## config.mk

```make
export PLATFORM = sky130hd
export DESIGN_NAME = mem_port_arbiter
export DESIGN_NICKNAME = d
export VERILOG_FILES = /design/src/rtl/mem_port_arbiter.sv
export SDC_FILE = /design/constraint.sdc
export NUM_CORES = 1
export LEC_CHECK = 0
export BUFFER_PORTS_ARGS = -buffer_cell sky130_fd_sc_hd__buf_2
export CORE_MARGIN = 8
export CORE_UTILIZATION = 45
export DETAILED_ROUTE_END_ITERATION = 16
export PLACE_DENSITY_LB_ADDON = 0.12
export SETUP_SLACK_MARGIN = 0.3
export SLEW_MARGIN = 15
export SYNTH_ARGS = -nofsm -noshare
export SYNTH_HDL_FRONTEND = slang
export SYNTH_SLANG_ARGS = --single-unit
```

## constraint.sdc

```tcl
create_clock -name clk -period 8.58 [get_ports clk]
set_input_delay 0.858 -clock clk [delete_from_list [all_inputs] [get_ports clk]]
set_output_delay 0.858 -clock clk [all_outputs]
set_load 0.01 [all_outputs]
```

## src/rtl/mem_port_arbiter.sv

```systemverilog
// Arbiter sharing one single-port memory between instruction fetch and the
// data memory stage. Each access runs IDLE -> ISSUE -> WAIT(xMEM_LATENCY) -> RESP.
// Data requests win by default; fetch is forced once STARVE_LIMIT consecutive
// data grants have been made while fetch was waiting.
module mem_port_arbiter #(
  parameter int unsigned ADDR_W       = 32,
  parameter int unsigned DATA_W       = 32,
  parameter int unsigned MEM_LATENCY  = 2,
  parameter int unsigned STARVE_LIMIT = 4
) (
  input  logic              clk,
  input  logic              rst,
  input  logic              if_req,
  input  logic [ADDR_W-1:0] if_addr,
  output logic [DATA_W-1:0] if_rdata,
  output logic              if_ready,
  input  logic              dm_req,
  input  logic              dm_we,
  input  logic [ADDR_W-1:0] dm_addr,
  input  logic [DATA_W-1:0] dm_wdata,
  output logic [DATA_W-1:0] dm_rdata,
  output logic              dm_ready,
  output logic              stall_if,
  output logic              stall_mem,
  output logic              mem_en,
  output logic              mem_we,
  output logic [ADDR_W-1:0] mem_addr,
  output logic [DATA_W-1:0] mem_wdata,
  input  logic [DATA_W-1:0] mem_rdata
);

  localparam int unsigned WAIT_W   = $clog2(MEM_LATENCY + 1);
  localparam int unsigned STARVE_W = $clog2(STARVE_LIMIT + 1);
  localparam logic [WAIT_W-1:0]   WAIT_LOAD  = WAIT_W'(MEM_LATENCY);
  localparam logic [STARVE_W-1:0] STARVE_MAX = STARVE_W'(STARVE_LIMIT);

  typedef enum logic [1:0] {
    IDLE  = 2'd0,
    ISSUE = 2'd1,
    WAIT  = 2'd2,
    RESP  = 2'd3
  } stateT;

  stateT               state, stateNext;
  logic                grantData, grantDataNext;   // 1 = data side owns the access
  logic [WAIT_W-1:0]   waitCnt, waitCntNext;
  logic [STARVE_W-1:0] starveCnt, starveCntNext;

  logic              memEnNext, memWeNext;
  logic [ADDR_W-1:0] memAddrNext;
  logic [DATA_W-1:0] memWdataNext;
  logic              ifReadyNext, dmReadyNext;
  logic [DATA_W-1:0] ifRdataNext, dmRdataNext;
  logic              fetchWins;

  // Stalls track the live request so a flush drops them in the same cycle.
  assign stall_if  = if_req & ~if_ready;
  assign stall_mem = dm_req & ~dm_ready;

  // Fetch only wins when data is idle or fetch has been starved long enough.
  assign fetchWins = if_req & (~dm_req | (starveCnt == STARVE_MAX));

  // Next-state, grant latch, wait counting and response capture.
  always_comb begin
    stateNext     = state;
    grantDataNext = grantData;
    waitCntNext   = waitCnt;
    starveCntNext = starveCnt;
    memEnNext     = 1'b0;
    memWeNext     = mem_we;
    memAddrNext   = mem_addr;
    memWdataNext  = mem_wdata;
    ifReadyNext   = 1'b0;
    dmReadyNext   = 1'b0;
    ifRdataNext   = if_rdata;
    dmRdataNext   = dm_rdata;

    case (state)
      IDLE: begin
        if (if_req || dm_req) begin
          stateNext = ISSUE;
          memEnNext = 1'b1;
          if (fetchWins) begin
            grantDataNext = 1'b0;
            memAddrNext   = if_addr;
            memWeNext     = 1'b0;
            starveCntNext = '0;
          end else begin
            grantDataNext = 1'b1;
            memAddrNext   = dm_addr;
            memWeNext     = dm_we;
            memWdataNext  = dm_wdata;
            if (if_req && (starveCnt != STARVE_MAX)) begin
              starveCntNext = starveCnt + STARVE_W'(1);
            end
          end
        end
      end
      ISSUE: begin
        waitCntNext = WAIT_LOAD;
        stateNext   = WAIT;
      end
      WAIT: begin
        if (waitCnt == WAIT_W'(1)) begin
          stateNext = RESP;
          if (grantData) begin
            dmReadyNext = 1'b1;
            if (!mem_we) begin
              dmRdataNext = mem_rdata;
            end
          end else begin
            ifReadyNext = 1'b1;
            ifRdataNext = mem_rdata;
          end
        end else begin
          waitCntNext = waitCnt - WAIT_W'(1);
        end
      end
      RESP: begin
        stateNext = IDLE;
      end
      default: begin
        stateNext = IDLE;
      end
    endcase
  end

  // State and registered outputs; reset drops any access in flight.
  always_ff @(posedge clk or posedge rst) begin
    if (rst) begin
      state     <= IDLE;
      grantData <= 1'b0;
      waitCnt   <= '0;
      starveCnt <= '0;
      mem_en    <= 1'b0;
      mem_we    <= 1'b0;
      mem_addr  <= '0;
      mem_wdata <= '0;
      if_ready  <= 1'b0;
      dm_ready  <= 1'b0;
      if_rdata  <= '0;
      dm_rdata  <= '0;
    end else begin
      state     <= stateNext;
      grantData <= grantDataNext;
      waitCnt   <= waitCntNext;
      starveCnt <= starveCntNext;
      mem_en    <= memEnNext;
      mem_we    <= memWeNext;
      mem_addr  <= memAddrNext;
      mem_wdata <= memWdataNext;
      if_ready  <= ifReadyNext;
      dm_ready  <= dmReadyNext;
      if_rdata  <= ifRdataNext;
      dm_rdata  <= dmRdataNext;
    end
  end

endmodule

```

## Word-level counts from Yosys, hierarchy flattened

Cells that the tools add are included.

| word-level totals | value |
|---|---|
| flip-flop bits (word level) | 140 |
| input bits | 133 |
| output and inout port bits | 134 |
| logic and storage cells | 63 |

| operators by class | value |
|---|---|
| add/subtract/negate cells | 2 |
| equality and inequality tests | 9 |
| mux-type cells | 18 |
| bitwise gates (word level) | 10 |
| reduce and logical (&&, ||, !) cells | 12 |

Operators with widths:

| kind | number |
|---|---|
| 32-bit 2-to-1 mux | 1 |
| 1-bit 2-to-1 mux | 10 |
| 3-bit AND reduction | 3 |
| 2-bit case mux with 4 select lines | 1 |
| 2-bit 2-to-1 mux | 3 |
| 3-bit 2-to-1 mux | 2 |
| 2-bit inequality test (second input constant) | 3 |
| 1-bit inverter | 6 |
| 2-bit AND reduction | 3 |
| 2-bit by 1-bit equality test with 1-bit output (second input constant) | 2 |
| 2-bit equality test (second input constant) | 2 |
| 2-bit case mux with 2 select lines | 1 |
| 4-bit AND reduction | 1 |
| 2-bit nonzero test | 2 |
| 3-bit by 1-bit adder with 3-bit output (second input constant) | 1 |
| 1-bit AND | 3 |
| 3-bit equality test (second input constant) | 1 |
| 3-bit inequality test (second input constant) | 1 |
| 2-bit logical NOT | 1 |
| 2-bit by 1-bit subtractor with 2-bit output (second input constant) | 1 |
| 1-bit logical AND | 1 |
| 1-bit logical OR | 1 |
| 1-bit OR | 1 |

## Depth between registers and ports, before layout

| logic depth | value |
|---|---|
| depth in word-level cells | 5 |
| mapped depth | 8 |
| mapped depth without buffers | 6 |

## Worst setup path before layout

OpenSTA, ideal clock, no wires.

| timing | value |
|---|---|
| path type | input to output |
| start point | in if_req |
| end point | out stall_if |
| data arrival time | 1.535 ns |
| slack | 6.187 ns |
| stages on the path | 3 |
| path buffers | 2 |
| cell sequence | buf_2 clkbuf_1 nor2b_1 |

| between the ends | value |
|---|---|
| word-level cells in the longest chain between the ends | 1 |

RTL lines:

| element | RTL line | source |
|---|---|---|
| start: declaration | 13 | `input logic if_req,` |
| 1-bit AND | 57 | `assign stall_if = if_req & ~if_ready;` |
| end: declaration | 23 | `output logic stall_if,` |

Every way passes these cells.

## Worst setup path after layout

| timing | value |
|---|---|
| start point | reg starveCnt[0] |
| end point | reg mem_addr[30] |

| between the ends | value |
|---|---|
| word-level cells in the longest chain between the ends | 4 |

RTL lines:

| element | RTL line | source |
|---|---|---|
| start: declaration | 47 | `logic [STARVE_W-1:0] starveCnt, starveCntNext;` |
| start signal: assignment | 147 | `starveCnt <= starveCntNext;` |
| 3-bit equality test | 61 | `assign fetchWins = if_req & (~dm_req \| (starveCnt == STARVE_MAX));` |
| 1-bit OR | 61 |  |
| 1-bit AND | 61 |  |
| 32-bit 2-to-1 mux | 83 | `if (fetchWins) begin` |
| end signal: assignment | 150 | `mem_addr <= memAddrNext;` |
| end: declaration | 27 | `output logic [ADDR_W-1:0] mem_addr,` |

Every way passes these cells.
A chain may end at the register's enable or synchronous reset.

==> results.md <==
- Worst slack, placed: 5.70 ns
- Type of the worst setup path: flop to flop
- Power Density: slightly below 400 mW/mm^2
- Multi-input logic area: 0.00222 sq mm
- Inst Count DP: 861
- Slew margin rel.: roughly 28%
- Final WS setup: slightly above 6 ns
- Resized cells post-CTS: 0
- R2r setup slk: 6.04 ns
- Post-synthesis instance area: 0.00594 sq mm
- Fmax: 0.394 GHz
- Worst vdd ir: 0.222 mV
- CTS max path bufs: 2
- Final worst path period share: 29.6%
- GR Overflow Total: 0
- RSZ-0062 raised after global routing: no
- Max Cap Viol: 0
- Clk Latency, worst-skew pair: 0.41 ns
- Share of the synthesized area in the top cell type: 59.0%
- Starting density of the core: a little under half
- Largest cells by area after synthesis: dfrtp_1 59%, mux2_2 18%, o211ai_2 6.1%
- WL met3: 1.81 mm
- Avg Cell Area, Syn: 13.3 sq um
- Crit path required time: 8.84 ns
- Critical Path Start Type: flop
- Synth area leader: dfrtp_1
- Clk_skew: 0.00643 ns
- Flops & latches, synth: 140
- Worst hold path type: flop to flop
- Final setup violation count: 0
- Status: completed
- Worst slew pin tran: 1.08 ns
- WL per Instance: roughly 18 um
- Arrival time worst endpoint: between 2 and 3 ns
- Total CTS buffers: 17
- Layout cells sized above 1: approximately three fifths
- Worst r2r path cells: 5
- Nets: 844
- Final antenna-violating net count: 0
- Post-route DRC: 0
- Hold_buf cts: 0
- Die Y: 131 um
- DR vias/cell: 5.05
- Post-Synthesis Cells: ~450
- Top_reg_cell synth: dfrtp_1
- Inserted Diodes: 0
- Reg-to-Reg Start: starveCnt[0]
- Die area: 0.0171 sq mm
- Final HPWL DP: between 10 and 15 mm
- Fin Setup TNS: 0 ns
- Number of synthesized flops with an enable pin: 0
- First-pass DRT Iterations: 4
- FF/Latch Area: approximately 0.0035 sq mm
- Yosys warning count: 0
- Power Total: 3.07 mW
- Critical path launch point: starveCnt[0]
- Vias in the first global route: 4633
- Syn nets: 585
- Final hold vios: 0
- Syn-to-layout area delta: 33.7%
- Clock sink count: 140
- # rows: 42
- Critical path destination: mem_addr[30]
- P_leak: 3.94 nW
- Top Layer Used: met4
- Postcts setup bufs: 0
- Port Buffer Count: 266
- Non-Filler Instances: ~890
- WL met2: just over 8 mm
- Async SR Flop Fraction: 100%
- Crit-path max FO: 35
- Gp weighted congestion: 0.869
- Gr usage total: 18.6%
- Vias: roughly 4.5k
- CTS H-tree lvls: 4
- Seq/Total Area, Yosys: 59.0%
- I/O pin cnt: roughly 270
- # fillers: about 1.1k
- CP endpoint kind: flop
- Die width: roughly 130 um
- Final min period: 2.54 ns
- Routed Wire Length: 16.1 mm
- Initial antenna violation count: 0
- TritonCTS clock tree: built
- Final Max Tran Viols: 0
- RR Endpoint: mem_addr[30]
- Root Driver: clkbuf_16
- DR iter-0 viols: 210
- Core Box Area: 0.0131 sq mm
- First-pass GRT wire length: 24.4 mm
- M1 wire length: 5.93 mm
- Largest net degree at the start of global routing: 79
- Number of distinct library cells after synthesis: 35
- Reg clk slew, reported paths: 0.06 ns
## state kept, by name, summed over array words and instances, names as in the netlist, 2 cells and up
name / flops
dm_rdata: 32
if_rdata: 32
mem_addr: 32
mem_wdata: 32
starveCnt: 3
state: 2
waitCnt: 2
## critical path: stages (launching register included)
cell and delay [ns]:
dfrtp_1 0.40, inv_1 0.07, ha_1 0.23, a21bo_1 0.86
and2_4 0.66, o211ai_1 0.17
## Yosys cell counts (2+ instances only)
cell and count:
a21o_1 2, buf_2 5, buf_4 6, buf_6 5, clkbuf_1 16, dfrtp_1 140, ha_1 7, inv_1 9
mux2_2 96, nand2_1 69, nand2b_1 3, nand4_1 32, nor2b_1 2, o211ai_1 3, o211ai_2 29, o21ai_0 2
## logic make-up (layout without fill, tap and decap cells)
| kind of cell | after synthesis | in the layout | synth area share (%) |
|---|---|---|---|
| DFF | 140 | 140 | 59.0 |
| adders and majority gates | 7 | 7 | 1.47 |
| buffers and inverters | 42 | 313 | 3.77 |
| and+or+nand+nor | 113 | 113 | 9.00 |
| AOI/OAI and AO/OA | 45 | 45 | 8.22 |
| muxes | 98 | 98 | 18.6 |
## metrics by stage
step                util (%)  area [sq um]  hold slack (ns)
finish                  60.7          7940            0.478
global placement        56.3          7360            0.465
floorplan                  -          5940            0.454
global route            60.7          7940            0.486
detailed placement      56.3          7360            0.469
CTS                     60.7          7940            0.484
## cells in the final DEF (no fill, tap or decap), types with 2 or more instances in the layout
cell	n
mux2_2	96
o21ai_0	2
nor2b_1	2
clkbuf_8	4
buf_2	266
clkinv_2	4
inv_1	8
clkbuf_16	17
nand2b_1	3
bufinv_16	2
o211ai_1	3
nand4_1	32
nand2_1	69
buf_4	6
clkbuf_1	3
dfrtp_1	140
a21o_1	2
ha_1	7
o211ai_2	29
## area by class of cell
type                       instances  area share (%)
clock inverter                     7            1.10
sequential                       140            44.1
tap                              176            2.77
inverter                          10           0.536
multi-input combinational        263            28.0
clock buffer                      24            6.19
timing repair buffer             272            17.3
## power by group
group	internal, mW	switching [mW]
Sequential	0.993	0.164
Combinational	0.566	0.633
Clock	0.455	0.256
## worst min path at each step
stage	endpoint	slack (ns)	startpoint	cells after the start
5_1_grt	waitCnt[0]	0.49	waitCnt[0]	1
3_5_place_dp	mem_addr[16]	0.47	mem_addr[16]	2
2_1_floorplan	grantData	0.45	grantData	1
4_1_cts	waitCnt[0]	0.48	waitCnt[0]	1
6_report	mem_addr[9]	0.48	mem_addr[9]	2
3_3_place_gp	waitCnt[0]	0.46	waitCnt[0]	1
## layer usage
layer / GRT usage [%] / vias to the layer above
met5: 0 / -
met4: 5.67 / 0
met3: 8.16 / 14
met2: 31.5 / 183
met1: 20.8 / 2218
li1: - / 2094
Note: power is estimated with default switching activity, not from simulation.
